--- src/rtl/sv_ptw.sv ---
`default_nettype none
// ============================================================================
//  Module   : sv_ptw
//  Brief    : Sequential Sv39/Sv48 page-table walker with a single-port
//             PTE read channel, bare mode, superpages and fault reporting.
//  Revision : 1.0 - initial release
// ============================================================================
module sv_ptw #(
    parameter int LEVELS    = 3,
    parameter int SATP_MODE = 8
) (
    input  logic        clk,
    input  logic        rst,
    input  logic        ptw_i_req_valid,
    output logic        ptw_o_req_ready,
    input  logic [63:0] ptw_i_vaddr,
    input  logic [63:0] ptw_i_satp,
    input  logic [1:0]  ptw_i_acc,
    output logic        ptw_o_mem_valid,
    input  logic        ptw_i_mem_ready,
    output logic [63:0] ptw_o_mem_addr,
    input  logic        ptw_i_mem_rvalid,
    input  logic [63:0] ptw_i_mem_rdata,
    output logic        ptw_o_resp_valid,
    output logic [63:0] ptw_o_paddr,
    output logic        ptw_o_fault
);

    localparam int c_va_bits = 12 + 9 * LEVELS;
    localparam int c_lvl_w   = $clog2(LEVELS);

    typedef enum logic [1:0] {
        S_IDLE     = 2'd0,
        S_MEM_REQ  = 2'd1,
        S_MEM_WAIT = 2'd2,
        S_RESP     = 2'd3
    } state_t;

    state_t               r_state, w_state_nxt;
    logic [63:0]          r_vaddr, w_vaddr_nxt;
    logic [1:0]           r_acc, w_acc_nxt;
    logic [c_lvl_w-1:0]   r_lvl, w_lvl_nxt;
    logic [55:0]          r_base, w_base_nxt;
    logic [63:0]          r_paddr, w_paddr_nxt;
    logic                 r_fault, w_fault_nxt;

    // Request-side decode (only meaningful in IDLE)
    logic [3:0]  w_mode;
    logic        w_canonical;

    assign w_mode      = ptw_i_satp[63:60];
    assign w_canonical = (&ptw_i_vaddr[63:c_va_bits-1]) | ~(|ptw_i_vaddr[63:c_va_bits-1]);

    // Level-dependent address arithmetic
    logic [5:0]  w_lvl_sh;
    logic [8:0]  w_vpn;
    logic [55:0] w_pte_addr;
    logic [55:0] w_off_mask;
    logic [43:0] w_ppn_mask;

    assign w_lvl_sh   = 6'(r_lvl) * 6'd9;
    assign w_vpn      = r_vaddr[(6'd12 + w_lvl_sh) +: 9];
    assign w_pte_addr = r_base + {44'b0, w_vpn, 3'b000};
    assign w_off_mask = (56'd1 << (w_lvl_sh + 6'd12)) - 56'd1;
    assign w_ppn_mask = (44'd1 << w_lvl_sh) - 44'd1;

    // PTE decode
    logic [43:0] w_ppn;
    logic        w_pte_v, w_pte_r, w_pte_w, w_pte_x, w_pte_a, w_pte_d;
    logic        w_is_store, w_is_fetch;
    logic        w_perm_ok, w_misaligned;
    logic [55:0] w_leaf_pa;

    assign w_ppn        = ptw_i_mem_rdata[53:10];
    assign w_pte_v      = ptw_i_mem_rdata[0];
    assign w_pte_r      = ptw_i_mem_rdata[1];
    assign w_pte_w      = ptw_i_mem_rdata[2];
    assign w_pte_x      = ptw_i_mem_rdata[3];
    assign w_pte_a      = ptw_i_mem_rdata[6];
    assign w_pte_d      = ptw_i_mem_rdata[7];
    assign w_is_store   = (r_acc == 2'b01);
    assign w_is_fetch   = (r_acc == 2'b10);
    assign w_perm_ok    = w_is_fetch ? w_pte_x :
                          w_is_store ? (w_pte_r & w_pte_w) : w_pte_r;
    assign w_misaligned = |(w_ppn & w_ppn_mask);
    // Superpage: upper PPN bits from the PTE, remaining offset from the VA
    assign w_leaf_pa    = ({w_ppn, 12'b0} & ~w_off_mask) | (r_vaddr[55:0] & w_off_mask);

    logic w_unused;
    assign w_unused = ^{ptw_i_satp[59:44], ptw_i_mem_rdata[63:54],
                        ptw_i_mem_rdata[5:4], r_vaddr[63:56]};

    always_comb begin
        w_state_nxt = r_state;
        w_vaddr_nxt = r_vaddr;
        w_acc_nxt   = r_acc;
        w_lvl_nxt   = r_lvl;
        w_base_nxt  = r_base;
        w_paddr_nxt = r_paddr;
        w_fault_nxt = r_fault;
        case (r_state)
            S_IDLE: begin
                if (ptw_i_req_valid) begin
                    w_vaddr_nxt = ptw_i_vaddr;
                    w_acc_nxt   = ptw_i_acc;
                    w_lvl_nxt   = c_lvl_w'(LEVELS - 1);
                    w_base_nxt  = {ptw_i_satp[43:0], 12'b0};
                    w_paddr_nxt = 64'b0;
                    w_fault_nxt = 1'b0;
                    if (w_mode == 4'd0) begin
                        w_paddr_nxt = {8'b0, ptw_i_vaddr[55:0]};
                        w_state_nxt = S_RESP;
                    end else if ((w_mode != 4'(SATP_MODE)) || !w_canonical) begin
                        w_fault_nxt = 1'b1;
                        w_state_nxt = S_RESP;
                    end else begin
                        w_state_nxt = S_MEM_REQ;
                    end
                end
            end
            S_MEM_REQ: begin
                if (ptw_i_mem_ready) begin
                    w_state_nxt = S_MEM_WAIT;
                end
            end
            S_MEM_WAIT: begin
                if (ptw_i_mem_rvalid) begin
                    w_state_nxt = S_RESP;
                    w_paddr_nxt = 64'b0;
                    w_fault_nxt = 1'b1;
                    if (!w_pte_v || (!w_pte_r && w_pte_w)) begin
                        w_fault_nxt = 1'b1;
                    end else if (w_pte_r || w_pte_x) begin
                        if (w_perm_ok && w_pte_a && !(w_is_store && !w_pte_d) && !w_misaligned) begin
                            w_fault_nxt = 1'b0;
                            w_paddr_nxt = {8'b0, w_leaf_pa};
                        end
                    end else if (r_lvl != '0) begin
                        w_fault_nxt = 1'b0;
                        w_base_nxt  = {w_ppn, 12'b0};
                        w_lvl_nxt   = r_lvl - c_lvl_w'(1);
                        w_state_nxt = S_MEM_REQ;
                    end
                end
            end
            S_RESP: begin
                w_state_nxt = S_IDLE;
            end
            default: begin
                w_state_nxt = S_IDLE;
            end
        endcase
    end

    always_ff @(posedge clk) begin
        if (rst) begin
            r_state <= S_IDLE;
            r_vaddr <= 64'b0;
            r_acc   <= 2'b0;
            r_lvl   <= '0;
            r_base  <= 56'b0;
            r_paddr <= 64'b0;
            r_fault <= 1'b0;
        end else begin
            r_state <= w_state_nxt;
            r_vaddr <= w_vaddr_nxt;
            r_acc   <= w_acc_nxt;
            r_lvl   <= w_lvl_nxt;
            r_base  <= w_base_nxt;
            r_paddr <= w_paddr_nxt;
            r_fault <= w_fault_nxt;
        end
    end

    assign ptw_o_req_ready  = (r_state == S_IDLE);
    assign ptw_o_mem_valid  = (r_state == S_MEM_REQ);
    assign ptw_o_mem_addr   = (r_state == S_MEM_REQ) ? {8'b0, w_pte_addr} : 64'b0;
    assign ptw_o_resp_valid = (r_state == S_RESP);
    assign ptw_o_paddr      = r_paddr;
    assign ptw_o_fault      = r_fault;

endmodule
`default_nettype wire

--- config.mk ---
export PLATFORM = sky130hd
export DESIGN_NAME = sv_ptw
export DESIGN_NICKNAME = d
export VERILOG_FILES = /design/src/rtl/sv_ptw.sv
export SDC_FILE = /design/constraint.sdc
export NUM_CORES = 1
export LEC_CHECK = 0
export BUFFER_PORTS_ARGS = -buffer_cell sky130_fd_sc_hd__buf_2
export CORE_MARGIN = 5
export CORE_UTILIZATION = 30
export CTS_BUF_LIST = sky130_fd_sc_hd__clkbuf_8
export DETAILED_ROUTE_END_ITERATION = 16
export GPL_TIMING_DRIVEN = 0
export PLACE_DENSITY = 0.63
export SYNTH_ARGS = -nofsm -noshare
export SYNTH_HDL_FRONTEND = slang
export SYNTH_SLANG_ARGS = --single-unit
export TNS_END_PERCENT = 30
--- constraint.sdc ---
create_clock -name clk -period 4.1 [get_ports clk]
set_clock_uncertainty 0.05 [all_clocks]
set_input_delay 0.615 -clock clk [delete_from_list [all_inputs] [get_ports clk]]
set_output_delay 0.615 -clock clk [all_outputs]
set_load 0.02 [all_outputs]
# Word level (Yosys, flattened, before mapping)
# Cells that the tools add are included.
[classes]
n_eq_ne = 12
shift = 3
n_mul = 1
n_addsub = 5
reduce_logical = 25
n_bitwise = 8
mux = 40
[ops]
columns = ["cell", "count"]
rows = [
  ["56-bit 2-to-1 mux", 10],
  ["64-bit 2-to-1 mux", 2],
  ["64-bit case mux with 2 select lines", 1],
  ["56-bit bitwise AND", 2],
  ["56-bit case mux with 2 select lines", 1],
  ["64-bit by 7-bit variable part select with 9-bit output", 1],
  ["56-bit by 12-bit adder with 56-bit output", 1],
  ["56-bit inverter", 1],
  ["56-bit OR", 1],
  ["1-bit by 6-bit << shifter with 56-bit output (first input constant)", 1],
  ["56-bit by 1-bit subtractor with 56-bit output (second input constant)", 1],
  ["44-bit bitwise AND", 1],
  ["44-bit OR reduction", 1],
  ["1-bit by 6-bit << shifter with 44-bit output (first input constant)", 1],
  ["44-bit by 1-bit subtractor with 44-bit output (second input constant)", 1],
  ["2-bit 2-to-1 mux", 13],
  ["26-bit AND reduction", 1],
  ["26-bit OR reduction", 1],
  ["1-bit 2-to-1 mux", 10],
  ["2-bit != test (second input constant)", 5],
  ["2-bit case mux with 4 select lines", 1],
  ["6-bit by 4-bit adder with 6-bit output (second input constant)", 1],
  ["2-bit equality test (second input constant)", 3],
  ["1-bit logical NOT", 6],
  ["18 further kinds", 27],
]
[word_totals]
ff_bits = 191
output_inout_bits = 132
elab_cells = 101
inputBits = 199

# Longest topological paths before layout
# Gate-level depths: netlist (run 1).
[logic_depth]
depth_word = 12
mapped_depth = 15
mapped_depth_nobuf = 11

# Least setup slack after synthesis (run 1)
# OpenSTA, ideal clock, no wires.
[synth_path]
kind = "register -> output"
startpoint = "register r_lvl[1]"
endpoint = "output port ptw_o_mem_addr[3]"
t_arrival_ps = 3421
path_buffers = 6
required_time_ps = 3435
path_stages_with_launch = 11
path_slack_ps = 14
cell_sequence = "dfxtp_1 buf_2 buf_2 buf_1 inv_1 ha_1 clkbuf_1 buf_1 clkbuf_1 a211oi_1 a211oi_1"
[synth_between]
elab_chain_len = 5
[synth_lines]
columns = ["element", "line", "text"]
rows = [
  ["start: declaration", "42", "logic [c_lvl_w-1:0] r_lvl, w_lvl_nxt;"],
  ["start signal: assignment", "168", "r_lvl <= w_lvl_nxt;"],
  ["2-bit by 4-bit multiplier with 6-bit output", "61", "assign w_lvl_sh = 6'(r_lvl) * 6'd9;"],
  ["6-bit by 4-bit adder with 6-bit output", "62", "assign w_vpn = r_vaddr[(6'd12 + w_lvl_sh) +: 9];"],
  ["64-bit by 7-bit variable part select with 9-bit output", "62", ""],
  ["56-bit by 12-bit adder with 56-bit output", "63", "assign w_pte_addr = r_base + {44'b0, w_vpn, 3'b000};"],
  ["56-bit 2-to-1 mux", "177", "assign ptw_o_mem_addr = (r_state == S_MEM_REQ) ? {8'b0, w_pte_addr} : 64'b0;"],
  ["end: declaration", "21", "output logic [63:0] ptw_o_mem_addr,"],
]
# No other way between the ends.

# Worst setup path after layout (run 1)
[layout_path]
startpoint = "register r_lvl[1]"
endpoint = "output port ptw_o_mem_addr[4]"
# The elaborated chain is that of the path after synthesis.

==> results of run 1 <==
==> registers in the layout, summed over array words and instances (netlist names) <==
register and flops:
r_acc 2, r_state 2, ptw_o_paddr 56, ptw_o_fault 1, r_base 44, r_vaddr 64, r_lvl 2
==> placed cells by master (no fill, tap or decap), types with 5 or more instances in the layout <==
cell,synthesis,routed
a211oi_1,13,10
a21oi_1,86,86
a221oi_1,49,49
a311oi_1,47,47
and2_1,48,48
buf_1,9,5
buf_2,8,286
buf_4,19,24
clkbuf_1,85,77
clkbuf_2,0,8
clkbuf_8,0,18
conb_1,1,19
dfxtp_1,171,170
diode_2,0,5
ha_1,11,11
inv_1,9,9
inv_6,0,5
mux2_2,40,40
mux2i_1,17,17
mux4_2,27,27
nand2_1,247,247
nand2b_1,6,6
nand4_1,10,10
nor2_1,125,123
nor2b_1,6,6
nor3_1,57,57
nor4_1,13,13
o21ai_0,11,11
==> cells by family (layout without fill, tap and decap cells) <==
kind of cell | count (synthesis) | after routing | synth area share [%]
and+or+nand+nor | 531 | 531 | 25.0
buffers and inverters | 131 | 445 | 6.12
xor gates and xnor gates | 6 | 6 | 0.561
other | 1 | 24 | 0.0400
DFF | 171 | 171 | 36.6
AOI/OAI and AO/OA | 228 | 228 | 17.1
adders and majority gates | 11 | 11 | 1.47
muxes | 84 | 84 | 13.1
==> repair_timing <==
| action | 4_1_cts | 5_1_grt |
|---|---|---|
| hold buffers | 0 | 0 |
| resized for setup | 20 | 13 |
| setup buffers | 0 | 2 |
| endpoints found under the setup margin | 112 | 100 |
| pin swaps | 0 | 3 |
| cloned | 0 | 0 |
==> how the worst max path moves through the flow <==
| stage | from | to | cells after the start |
|---|---|---|---|
| global route | r_lvl[1]$_SDFFE_PP0P_ | r_base[52]$_SDFFE_PP0P_ | 12 |
| CTS | r_lvl[1]$_SDFFE_PP0P_ | ptw_o_paddr[54]$_SDFFE_PP0P_ | 15 |
| global placement | r_lvl[1]$_SDFFE_PP0P_ | ptw_o_mem_addr[4] | 11 |
| finish | r_lvl[1]$_SDFFE_PP0P_ | ptw_o_mem_addr[4] | 9 |
| detailed placement | r_lvl[1]$_SDFFE_PP0P_ | ptw_o_mem_addr[4] | 11 |
| floorplan | r_lvl[1]$_SDFFE_PP0P_ | ptw_o_mem_addr[3] | 10 |
==> critical path, delay by kind of cell (launching register included) <==
family | cells | cell delay (ns)
buffers and inverters | 6 | 1.18
muxes | 1 | 0.55
adders and majority gates | 1 | 0.35
DFF | 1 | 0.42
AOI/OAI and AO/OA | 1 | 0.35
==> routing by layer <==
metal  routed length (um)  track usage (%)
met4                 1540             8.97
met5                   36                0
met3                 3770             6.24
met1                18700             31.5
met2                19800             38.0
==> layout make-up <==
| class | instances | area, sq um | share of cell area (%) |
|---|---|---|---|
| multi-input cells | 879 | 5470 | 46.2 |
| flip-flops and latches | 171 | 3420 | 28.9 |
| repair buffers | 282 | 1420 | 12.0 |
| plain buffers | 121 | 577 | 4.87 |
| well taps | 396 | 495 | 4.19 |
| clock buffers | 18 | 248 | 2.09 |
| clock inverters | 14 | 158 | 1.33 |
| inverters | 10 | 37.5 | 0.317 |
| diodes | 5 | 12.5 | 0.106 |
==> through the flow <==
step | power [uW] | hold WS, ns
after CTS | 4870 | 0.316
after detailed placement | 3590 | 0.397
after global placement | 3560 | 0.392
after floorplan | 2970 | 0.386
after global routing | 5110 | 0.313
final | 4880 | 0.326
==> power groups by stage <==
stage	clock network [uW]	registers (uW)	logic [uW]
6_report	1290	1990	1600
5_1_grt	1360	2010	1740
4_1_cts	1300	1980	1590
3_5_place_dp	0	2020	1570
3_3_place_gp	0	2010	1550
2_1_floorplan	0	2060	912
==> run metrics, run 1 <==
grt ovf=0; design area=~0.012 sq mm; Yosys top cell area share=a little over a third; Leak=between 0.004 and 0.005 uW; Root Driver=clkbuf_8; post-synthesis cell type count=49; Mapped Area=roughly 0.0094 sq mm; worst-path maximum fanout=10; Setup CP Type=register to output port; CTS Buf Count=17; reg2reg setup slack=0.20 ns; register bit count reported by yosys=171; Worst-Skew Late Latency=0.49 ns; dpl ws=-1.27 ns; Worst Setup End Kind=output port; die width=between 150 and 200 um; vias in the first global route=approximately 10000; top-count cell post-synth=nand2_1; placed cells=between 1500 and 2000; CORE AREA=between 0.03 and 0.04 sq mm; ranking of synthesized cells by area=dfxtp_1, nand2_1, mux4_2; ys flop type=dfxtp_1; power per cell area=412 mW/mm^2; post-place instance area=0.0113 sq mm; Die Y=187 um; Final Max Tran Viols=0; Gate power share=~33%; DRC Markers=0; sequential share of power=40.7%; DRT iter0 DRCs=~880; Post-synth EDFFs=0; Hold Crit Endpoint=r_vaddr[27]$_SDFFE_PP0P_; routability cong.=0.963; reg2reg path depth=12; Vias/cell=between 5 and 6; I/O Buffers=280; # setup viols final=0; via count=10380; Int Pwr=about 3000 uW; initial antenna violation count=9; Syn. warnings=0; area of the die=around 0.035 sq mm; DP HPWL=35300 um; Clock Power Share=between 20% and 30%; FILL cells=3291; max-capacitance violation count=0; final worst-path cycle share=about 97%; Cells after Synth=1163; drt pass-1 iters=6; Final ANT Viol Nets=0; worst slew pin tran=between 0.9 and 1 ns; clk buf depth=2; fin worst setup slack=~0.11 ns; RSZ-0062 raised after global routing=true; fin nets=1692; Net Sw Power=1880 uW; Max Freq=251 MHz; sequential share of the synthesized area=between 30% and 40%; clk slew on worst S/H paths=0.11 ns; per-cell routed wire length=around 23 um; R2R Path End=r_lvl[0]$_SDFFE_PP0P_; worst vdd ir=roughly 0.24 mV; TritonCTS clock tree=built; slowest CP cell=mux4_2; Critical Path RT=approximately 3.4 ns; slew margin rel.=between 30% and 40%; Critical Path Source Type=register; ratio of cells with drive above 1 in the final layout=28.8%; fin util=38.6%; H-tree Lvls=4; setup TNS=0 ns; Initial Utilization=~31%; critical path arrival=approximately 3.3 ns; P&R area growth vs syn=26.4%; crit-path cells=buf_4 > buf_8 > buf_6 > inv_1 > ha_1 > buf_4 > mux4_2 > a211oi_2 > buf_2; min cycle time layout=between 3 and 4 ns; Total Routed Length=approximately 44000 um; area leader, netlist=dfxtp_1; CP dominant cell by count=buf_4; clk sinks=171; hold path depth=3; Avg Cell Area, Syn=8.05 sq um; top cells by count, synth=nand2_1, dfxtp_1, nor2_1; first-pass GRT wire length=roughly 65000 um; reg2reg start=r_lvl[1]$_SDFFE_PP0P_; num rows=64; outcome=complete, no violations; Final Hold Fails=0; switching share of power=about two fifths; Total GRT Usage=between 20% and 30%; fin cells=~1900; worst hold path class=input port to register; largest net degree at the start of global routing=17; min-delay src=ptw_i_vaddr[27]; biggest cell delay along the critical path=0.55 ns; ys async rst share=0%; I/O Pins=about 330
Note: power is estimated with default switching activity, not from simulation.
==> inputs of run 2 (changes only) <==
- CELL_PAD_IN_SITES_DETAIL_PLACEMENT: default -> 1
- CELL_PAD_IN_SITES_GLOBAL_PLACEMENT: default -> 1
- PLACE_DENSITY: 0.63 -> default
- PLACE_DENSITY_LB_ADDON: default -> 0.1
==> run 2 against run 1 <==
- clock-buffer cell count is the same
- hold slack worse by 0.019 ns
- worst setup slack got worse by 0.012 ns
- register-to-register slack got worse by 0.08 ns
- highest routed layer is now met4
- maximum frequency fell by 0.30%
- critical path depth rose by 1
- sequential share of layout area is 0.080 points higher
- flip-flop and latch count did not move
- first-iteration DRC count decreased by 27%
- wire length grew 4.2%
==> run metrics, run 2 (synthesized netlist as in run 1, its figures left out) <==
outcome=complete, no violations; CTS Buf Count=17 (unchanged); Initial Utilization=30.5% (unchanged); worst hold path class=input port to register; met3 routed WL=3060 um (-19%); clk buf depth=2 (unchanged); Critical Path Source Type=register; per-cell routed wire length=24.2 um (+4.5%); register bank with the most flops=r_vaddr; first-pass GRT wire length=67200 um (+4.1%); Vias/cell=5.40 (-1.3%); met1 WL=20900 um (+12%); num rows=64 (unchanged); Critical Path RT=3.43 ns (about the same); DP HPWL=37000 um (+4.9%); via count=10208 (-1.7%); hold path depth=3 (unchanged); commonest non-fill, non-tap cell in the layout=buf_2; most frequent cells in the layout=buf_2, nand2_1, dfxtp_1; TritonCTS clock tree=built; reg2reg setup slack=0.12 ns (-0.08 ns); Leak=0.00490 uW (about the same); Total GRT Usage=24.9% (+0.95 points); routability cong.=0.918 (-4.7%); FILL cells=3873 (+18%); DRC Markers=0 (unchanged); Worst-Skew Late Latency=0.48 ns (about the same); I/O Buffers=280 (unchanged); grt ovf=0 (unchanged); worst vdd ir=0.188 mV (-20%); # setup viols final=0 (unchanged); Setup CP Type=register to output port; max-capacitance violation count=0 (unchanged); I/O Pins=331 (unchanged); reg2reg start=r_lvl[1]$_SDFFE_PP0P_; H-tree Lvls=4 (unchanged); final worst-path cycle share=97.6% (+0.29 points); slew margin rel.=31.8% (-3.7 points); worst slew pin tran=1.01 ns (+0.0549 ns); drt pass-1 iters=7 (+1); clk slew on worst S/H paths=0.11 ns (about the same); area of the die=0.0349 sq mm (unchanged); WL met2=20900 um (+5.6%); power per cell area=411 mW/mm^2 (-0.20%); max FFs per register=64 (unchanged); RSZ-0062 raised after global routing=true; Worst Setup End Kind=output port; Hold Crit Endpoint=r_acc[0]$_SDFFE_PP0P_; Final Max Tran Viols=0 (unchanged); Final Hold Fails=0 (unchanged); min cycle time layout=4.00 ns (+0.0120 ns); worst-path maximum fanout=10 (unchanged); initial antenna violation count=1 (-8); CORE AREA=0.0307 sq mm (unchanged); placed cells=1857 (unchanged); fin util=38.5% (-0.11 points); reg2reg path depth=15 (+3); largest net degree at the start of global routing=17 (unchanged); Top Layer Used=met4; Final ANT Viol Nets=0 (unchanged); critical path arrival=3.34 ns (about the same); fin nets=1690 (-0.12%); dpl ws=-1.24 ns (+0.0307 ns); Root Driver=clkbuf_8; R2R Path End=ptw_o_paddr[9]$_SDFFE_PP0P_; Post-CTS Hold Buffers=0 (unchanged); vias in the first global route=10496 (+1.6%); P&R area growth vs syn=26.1%; die width=187 um (unchanged); clk sinks=171 (unchanged); Die Y=187 um (unchanged); Hold WS=0.307 ns (-0.0190 ns); Total Routed Length=45700 um (+4.2%); Max Freq=250 MHz (-0.30%); min-delay src=ptw_i_acc[0]; DRT iter0 DRCs=635 (-27%); fin cells=1890 (-0.32%); ratio of cells with drive above 1 in the final layout=28.5% (-0.23 points); fin worst setup slack=0.0967 ns (-0.0120 ns)
run 2: changes by cell type in the layout (fill, tap and decap cells not counted), sizes merged:
cell	change
buf	+1
inv	+1
clkbuf	-3
diode	-4
clkinv	+2
clkinvlp	-2
bufinv	-1
run 2: worst max-delay path by stage:
stage                     cells after the start             startpoint           endpoint
after floorplan                              10  r_lvl[1]$_SDFFE_PP0P_  ptw_o_mem_addr[3]
after global placement                       11  r_lvl[1]$_SDFFE_PP0P_  ptw_o_mem_addr[4]
after detailed placement                     11  r_lvl[1]$_SDFFE_PP0P_  ptw_o_mem_addr[4]
after CTS                                    11  r_lvl[1]$_SDFFE_PP0P_  ptw_o_mem_addr[4]
after global routing                         10  r_lvl[1]$_SDFFE_PP0P_  ptw_o_mem_addr[3]
final                                        10  r_lvl[1]$_SDFFE_PP0P_  ptw_o_mem_addr[3]
run 2: area by class of cell:
type | instances | area (sq um) | share of cell area (%)
tap | 396 | 495 | 4.20
buffer | 119 | 566 | 4.79
timing repair buffer | 282 | 1430 | 12.1
clock buffer | 18 | 248 | 2.10
clock inverter | 14 | 139 | 1.18
antenna | 1 | 2.50 | 0.0212
sequential | 171 | 3420 | 29.0
inverter | 10 | 37.5 | 0.318
multi-input combinational | 879 | 5470 | 46.3
run 2: layer usage:
layer,GRT usage [%],vias to the layer above
met3,5.34,46
met5,0,-
met2,39.9,405
met1,34.6,5007
met4,5.80,0
li1,-,4750
run 2: repair_timing:
item                       CTS  global route
buffers inserted             2             0
pin swaps                    1             2
resized for setup           21            11
setup endpoints to repair  112            51
run 2: through the flow:
step | TNS (ns) | area [sq um] | power [uW]
floorplan | 0 | 9430 | 2970
finish | 0 | 11800 | 4860
global route | -0.0623 | 11800 | 5090
detailed placement | -98.51 | 11300 | 3610
CTS | 0 | 11800 | 4870
global placement | -92.00 | 11300 | 3590
run 2: critical path, stage by stage (launching register included):
cell and delay (ns):
dfxtp_2 0.42, buf_4 0.21, buf_6 0.21, buf_6 0.21, inv_1 0.11, ha_1 0.35, buf_4 0.23, buf_4 0.22
mux4_2 0.33, a211oi_2 0.32, buf_2 0.23
run 2: power breakdown:
part           total (uW)  internal (uW)  switching, uW
registers            1990           1850            136
clock network        1260            513            748
logic                1610            576           1030
